<file path="config.mk">
export PLATFORM = sky130hd
export DESIGN_NAME = calc_sequencer
export DESIGN_NICKNAME = d
export VERILOG_FILES = /design/src/rtl/calc_sequencer.sv
export SDC_FILE = /design/constraint.sdc
export NUM_CORES = 1
export LEC_CHECK = 0
export CORE_MARGIN = 2
export CORE_UTILIZATION = 25
export DETAILED_ROUTE_END_ITERATION = 8
export PLACE_DENSITY = 0.46
export RECOVER_POWER = 25
export SYNTH_ARGS = -nofsm -noshare
export SYNTH_HDL_FRONTEND = slang
export SYNTH_SLANG_ARGS = --single-unit
export TNS_END_PERCENT = 20
</file>
<file path="constraint.sdc">
create_clock -name clk -period 3.05 [get_ports clk]
set_input_delay 0.4575 -clock clk [delete_from_list [all_inputs] [get_ports clk]]
set_output_delay 0.4575 -clock clk [all_outputs]
set_load 0.02 [all_outputs]
</file>
<file path="src/rtl/calc_sequencer.sv">
// Operand-entry and dispatch controller: button-driven chunk entry, unit request/response, result store/fetch.
// Latency: one state per press; ISSUE holds req_valid until req_ready; WAIT aborts after TIMEOUT cycles.
// Backpressure: req_valid stays asserted while req_ready is low; presses are ignored in ISSUE/WAIT/DONE.
module calc_sequencer #(
    parameter int DATA_W   = 64,
    parameter int CHUNK_W  = 16,
    parameter int NUM_REGS = 4,
    parameter int TIMEOUT  = 255
) (
    input  logic               clk,
    input  logic               rst,
    input  logic               btn,
    input  logic [CHUNK_W-1:0] switches,
    output logic [1:0]         unit_sel,
    output logic [2:0]         op_sel,
    output logic [DATA_W-1:0]  opa,
    output logic [DATA_W-1:0]  opb,
    output logic               req_valid,
    input  logic               req_ready,
    input  logic               rsp_valid,
    input  logic [DATA_W-1:0]  rsp_data,
    output logic [DATA_W-1:0]  result,
    output logic               result_valid,
    output logic               sign,
    output logic               busy,
    output logic               timeout_err,
    output logic [2:0]         state_dbg
);
    localparam int NCH_MAX = DATA_W / CHUNK_W;
    localparam int CNT_W   = $clog2(NCH_MAX + 1);
    localparam int IDX_W   = $clog2(NUM_REGS);
    localparam int WCNT_W  = $clog2(TIMEOUT + 1);

    typedef enum logic [2:0] {
        S_IDLE = 3'd0, S_OP = 3'd1, S_SIZE = 3'd2, S_OPA = 3'd3,
        S_OPB = 3'd4, S_ISSUE = 3'd5, S_WAIT = 3'd6, S_DONE = 3'd7
    } state_t;

    state_t              state, state_nxt;
    logic                btn_q, armed, press;
    logic [2:0]          mode;
    logic [IDX_W-1:0]    idx;
    logic [CNT_W-1:0]    nchunks, chunk_cnt;
    logic [WCNT_W-1:0]   wait_cnt;
    logic [DATA_W-1:0]   mem [NUM_REGS];
    logic [DATA_W-1:0]   rsp_q, result_q, new_val;
    logic                sign_q, sign_new;
    logic                is_fetch, is_store, is_single, last_chunk, mode_ok, timeout_hit;

    function automatic logic [CNT_W-1:0] nch_of(input logic [1:0] s);
        int n;
        n = 1 << s;
        if (n > NCH_MAX) n = NCH_MAX;
        return CNT_W'(n);
    endfunction

    // armed masks the first cycle after reset so a button held through reset is not a press
    assign press       = btn & ~btn_q & armed;
    assign is_fetch    = (mode == 3'b100);
    assign is_store    = (mode == 3'b101);
    assign is_single   = (mode == 3'b001 && op_sel == 3'b101) || (mode == 3'b011 && op_sel == 3'b110);
    assign last_chunk  = (chunk_cnt == nchunks - CNT_W'(1));
    assign mode_ok     = (switches[2:1] != 2'b11);
    assign timeout_hit = (wait_cnt == WCNT_W'(TIMEOUT - 1));

    assign unit_sel     = mode[2] ? 2'd0 : mode[1:0];
    assign req_valid    = (state == S_ISSUE);
    assign result_valid = (state == S_DONE);
    assign busy         = (state == S_ISSUE) || (state == S_WAIT) || (state == S_DONE);
    assign state_dbg    = state;

    always_ff @(posedge clk or negedge rst) begin
        if (!rst) state <= S_IDLE;
        else      state <= state_nxt;
    end

    always_comb begin
        state_nxt = state;
        case (state)
            S_IDLE:  if (press && mode_ok) state_nxt = S_OP;
            S_OP:    if (press) state_nxt = is_fetch ? S_DONE : S_SIZE;
            S_SIZE:  if (press) state_nxt = S_OPA;
            S_OPA:   if (press && last_chunk)
                         state_nxt = is_store ? S_DONE : (is_single ? S_ISSUE : S_OPB);
            S_OPB:   if (press && last_chunk) state_nxt = S_ISSUE;
            S_ISSUE: if (req_ready) state_nxt = rsp_valid ? S_DONE : S_WAIT;
            S_WAIT:  if (rsp_valid || timeout_hit) state_nxt = S_DONE;
            S_DONE:  state_nxt = S_IDLE;
            default: state_nxt = S_IDLE;
        endcase
    end

    // DONE bypasses the new value straight to result/sign in the same cycle
    always_comb begin
        new_val = rsp_q;
        if (is_store)      new_val = opa;
        else if (is_fetch) new_val = mem[idx];
        sign_new = new_val[CHUNK_W-1];
        for (int k = 1; k <= NCH_MAX; k++)
            if (nchunks == CNT_W'(k)) sign_new = new_val[k*CHUNK_W-1];
        if (is_fetch) sign_new = new_val[DATA_W-1];
        result = (state == S_DONE) ? new_val  : result_q;
        sign   = (state == S_DONE) ? sign_new : sign_q;
    end

    always_ff @(posedge clk or negedge rst) begin
        if (!rst) begin
            btn_q       <= 1'b0;
            armed       <= 1'b0;
            mode        <= '0;
            op_sel      <= '0;
            idx         <= '0;
            nchunks     <= '0;
            chunk_cnt   <= '0;
            wait_cnt    <= '0;
            opa         <= '0;
            opb         <= '0;
            rsp_q       <= '0;
            result_q    <= '0;
            sign_q      <= 1'b0;
            timeout_err <= 1'b0;
            for (int r = 0; r < NUM_REGS; r++) mem[r] <= '0;
        end else begin
            btn_q <= btn;
            armed <= 1'b1;
            case (state)
                S_IDLE: if (press) begin
                    timeout_err <= 1'b0;
                    if (mode_ok) mode <= switches[2:0];
                end
                S_OP: if (press) begin
                    op_sel <= switches[2:0];
                    idx    <= switches[IDX_W-1:0];
                end
                S_SIZE: if (press) begin
                    nchunks   <= nch_of(switches[1:0]);
                    opa       <= '0;
                    opb       <= '0;
                    chunk_cnt <= '0;
                end
                S_OPA: if (press) begin
                    for (int k = 0; k < NCH_MAX; k++)
                        if (chunk_cnt == CNT_W'(k)) opa[k*CHUNK_W +: CHUNK_W] <= switches;
                    chunk_cnt <= last_chunk ? '0 : chunk_cnt + CNT_W'(1);
                end
                S_OPB: if (press) begin
                    for (int k = 0; k < NCH_MAX; k++)
                        if (chunk_cnt == CNT_W'(k)) opb[k*CHUNK_W +: CHUNK_W] <= switches;
                    chunk_cnt <= last_chunk ? '0 : chunk_cnt + CNT_W'(1);
                end
                S_ISSUE: begin
                    wait_cnt <= '0;
                    if (req_ready && rsp_valid) rsp_q <= rsp_data;
                end
                S_WAIT: begin
                    if (rsp_valid) begin
                        rsp_q <= rsp_data;
                    end else if (timeout_hit) begin
                        rsp_q       <= '0;
                        timeout_err <= 1'b1;
                    end else begin
                        wait_cnt <= wait_cnt + WCNT_W'(1);
                    end
                end
                S_DONE: begin
                    result_q <= new_val;
                    sign_q   <= sign_new;
                    if (is_store) mem[idx] <= opa;
                end
                default: ;
            endcase
        end
    end
endmodule

</file>
==> flow_metrics.tcl <==
set metrics [dict create \
    via_per_inst 4.61 \
    cp-end-kind "primary output" \
    fp.dieArea_um2 97600 \
    die_x_um 312 \
    rsz0062_at_grt "yes" \
    fin_hold_ws_ns 0.408 \
    clk_pin_slew_worst_paths_ns 0.06 \
    ys_ff_latch 539 \
    drtIter0Drc 918 \
    grt_max_degree 99 \
    n_antenna_cell 0 \
    crit_buf_inv 2 \
    async_flop_share_pct 100 \
    slowest_delay_ns 0.59 \
    die_y_um 312 \
    cpMaxStageDelayCell "dfrtp_4" \
    violations "capacitance limit, slew limit, setup timing" \
    max_cap_viol_count 1 \
    synth_edf_count 0 \
    hold_viol_final 0 \
    ios 290 \
    start_util_pct 25.1 \
    cellLeakagePower_nw 14.3 \
    antenna_found_initial 7 \
    h-tree-depth 3 \
    cts_buffer_depth 3 \
    io_buffers 289 \
    fin_skew_ns 0.0273 \
    dr.pass1.iters 6 \
    dpl.cell_count 3463 \
    synth.area.mux_share_pct 22.0 \
    hp-class "in2reg" \
    final_common_cell "dfrtp_1" \
    critPathLaunchType "flop" \
    crit_arrival_ns 2.77 \
    fin_ws_ns -0.178 \
    crit_fanout 8 \
    grt_pass1_vias 17928 \
    rows 113 \
    wl_per_cell_um 21.9 \
    path_class "reg2out" \
    netlist_area_um2 23800 \
    grt_overflow 0 \
    drc 0 \
    max-slew-margin-rel_pct -21.3 \
    clock_sinks 539 \
    finalSetupViolations 49 \
    cts_buffers 69 \
    cts_tree "done" \
    syn_nets 2070 \
    yosys.area_share.adder_pct 0.579 \
    postSynthAreaPerCell_um2 12.0 \
    synthSimpleGateAreaFrac_pct 8.42 \
    ctsRootBufferMaster "clkbuf_16" \
    syn2layout_area_growth_pct 30.9 \
    num_vias 16660 \
    synth_xor_area_share_pct 0.321 \
    synth_top_family_by_area "multiplexers" \
    final_cell_mix "dfrtp_1, nand2_1, o21ai_0, clkdlybuf4s50_1, mux2_2" \
    post-route-util_pct 32.9 \
    outcome "finished, violations left" \
    fmaxAchievable_mhz 310 \
    final_layout_size_suffix_gt1_share_pct 27.3 \
    yosysWarnings 0 \
    synth_compound_area_share_pct 9.02 \
    dp_hpwl_um 50800 \
    pre_cts_ws_ns 0.0496 \
    finalCritPeriodShare_pct 106 \
    worstPathCellList "buf_8 > mux2i_1 > or3_4 > a31oi_4 > a31oi_2 > a221oi_2 > clkbuf_16" \
    vdd_ir_drop_max_v 0.000505 \
    grtUsageTotal_pct 16.1 \
    drtAntennaViolNets 0 \
    core_um2 94600 \
    gp_congestion 0.794 \
    fill_cells 9393 \
    tightest_slew_ns 1.82 \
    fin_crit_ns 3.23 \
    synthCells 1974 \
    ys_types 58 \
    finalPower_mw 29.3 \
    clock_latency_ns 0.61 \
    yosysSeqAreaShare_pct 56.7 \
    crit_family "compound AO/OA/AOI/OAI gates" \
    synthFlopType "dfrtp_1" \
    grt_pass1_wl_um 119000 \
    final_cells 3610 \
    fin_nets 2393 \
    p_per_area_nw_per_um2 940 \
    critical_path_required_ns 2.59 \
    routed_wl_um 79100 \
    slew_viol_final 59 \
]
==> through the flow <==
| step | TNS, ns | area (um2) |
|---|---|---|
| after floorplan | 0 | 23800 |
| after global placement | 0 | 28700 |
| after detailed placement | 0 | 28700 |
| after CTS | -12.86 | 31000 |
| after global routing | -35.31 | 31100 |
| final | -3.12 | 31100 |
==> timing repair <==
| action | in CTS | in global routing |
|---|---|---|
| resized for setup | 153 | 239 |
| cloned | 2 | 2 |
| setup endpoints to repair | 66 | 66 |
| pin swaps | 1 | 12 |
| hold buffers | 1 | 0 |
| buffers inserted | 6 | 18 |
| endpoints found under the hold margin | 47 | 0 |
==> synthesized netlist by cell type (2+ instances only) <==
cell | instances | area [um2]
nor4_1 | 2 | 12.5
o22a_1 | 2 | 17.5
nor3b_1 | 3 | 22.5
and2_1 | 2 | 12.5
o21a_1 | 2 | 15.0
inv_1 | 11 | 41.3
nand3_1 | 9 | 45.0
mux2i_1 | 68 | 681
a31oi_1 | 4 | 25.0
nor2_1 | 20 | 75.1
buf_4 | 8 | 60.1
nand2b_1 | 5 | 31.3
nor2b_1 | 3 | 18.8
a22o_1 | 46 | 403
inv_2 | 2 | 7.51
o21ai_1 | 2 | 10.0
nor3_1 | 5 | 25.0
buf_2 | 32 | 160
ha_1 | 11 | 138
nand3b_1 | 2 | 15.0
nand4_1 | 3 | 18.8
mux4_2 | 61 | 1370
and3b_1 | 3 | 26.3
xnor2_1 | 3 | 26.3
o221ai_1 | 2 | 17.5
a21oi_1 | 7 | 35.0
and3_1 | 3 | 18.8
mux2_4 | 60 | 901
buf_6 | 6 | 67.6
o21ai_0 | 305 | 1530
xor2_1 | 3 | 26.3
clkbuf_1 | 86 | 323
nand3_2 | 2 | 20.0
buf_1 | 8 | 30.0
dfrtp_1 | 539 | 13500
mux2_2 | 203 | 2290
nand2_1 | 417 | 1570
or3_1 | 4 | 25.0
==> power by group <==
part	total [mW]	switching (mW)	internal [mW]
Sequential	10.0	1.33	8.70
Clock	8.01	3.20	4.81
Combinational	11.2	6.47	4.75
==> final timing paths <==
check	startpoint	to	slack (ns)	cells past startpoint
setup / recovery	op_sel[0]	sign	-0.18	7
hold / removal	rsp_data[52]	rsp_q[52]	0.41	3
setup reg to reg	mode[2]	mem[249]	0.44	7
hold reg to reg	rsp_q[1]	rsp_q[1]	0.48	2
max in group asynchronous	rst	mem[76]	0.25	3
min in group asynchronous	rst	opb[8]	0.86	2
==> registers in the layout, summed over array words and instances, names as in the netlist, 8 cells and up <==
name,cells
result_q,64
rsp_q,64
opa,64
opb,64
mem,256
wait_cnt,8
==> cell type report <==
type	count	area, um2	area share [%]
Clock buffer	102	2050	6.60
Clock inverter	17	151	0.486
Inverter	13	51.3	0.165
Multi-Input combinational cell	1282	9860	31.7
Sequential cell	539	13500	43.4
Tap cell	1265	1580	5.09
Timing Repair Buffer	392	3930	12.6
==> per-layer routing <==
metal / routed length (um) / share of wire [%] / vias to the layer above / track usage, %
met5: 61 / 0.077 / - / 0
met4: 1580 / 2.0 / 10 / 4.21
met3: 6420 / 8.1 / 104 / 4.99
met2: 35800 / 45 / 371 / 25.1
met1: 35200 / 45 / 8583 / 21.6
li1: - / - / 7592 / -
==> tightest hold or removal path: stages <==
cell             delay [ns]
clkdlybuf4s50_1        0.40
nand2_1                0.05
o21ai_0                0.07
==> cells by family after synthesis <==
kind of cell             Yosys count
flip-flops                       539
AND/OR/NAND/NOR                  490
multiplexers                     392
AO/OA/AOI/OAI                    381
buffers and inverters            153
adder cells (fa/ha/maj)           11
XOR/XNOR                           7
other                              1
(Power assumes the default switching activity.)
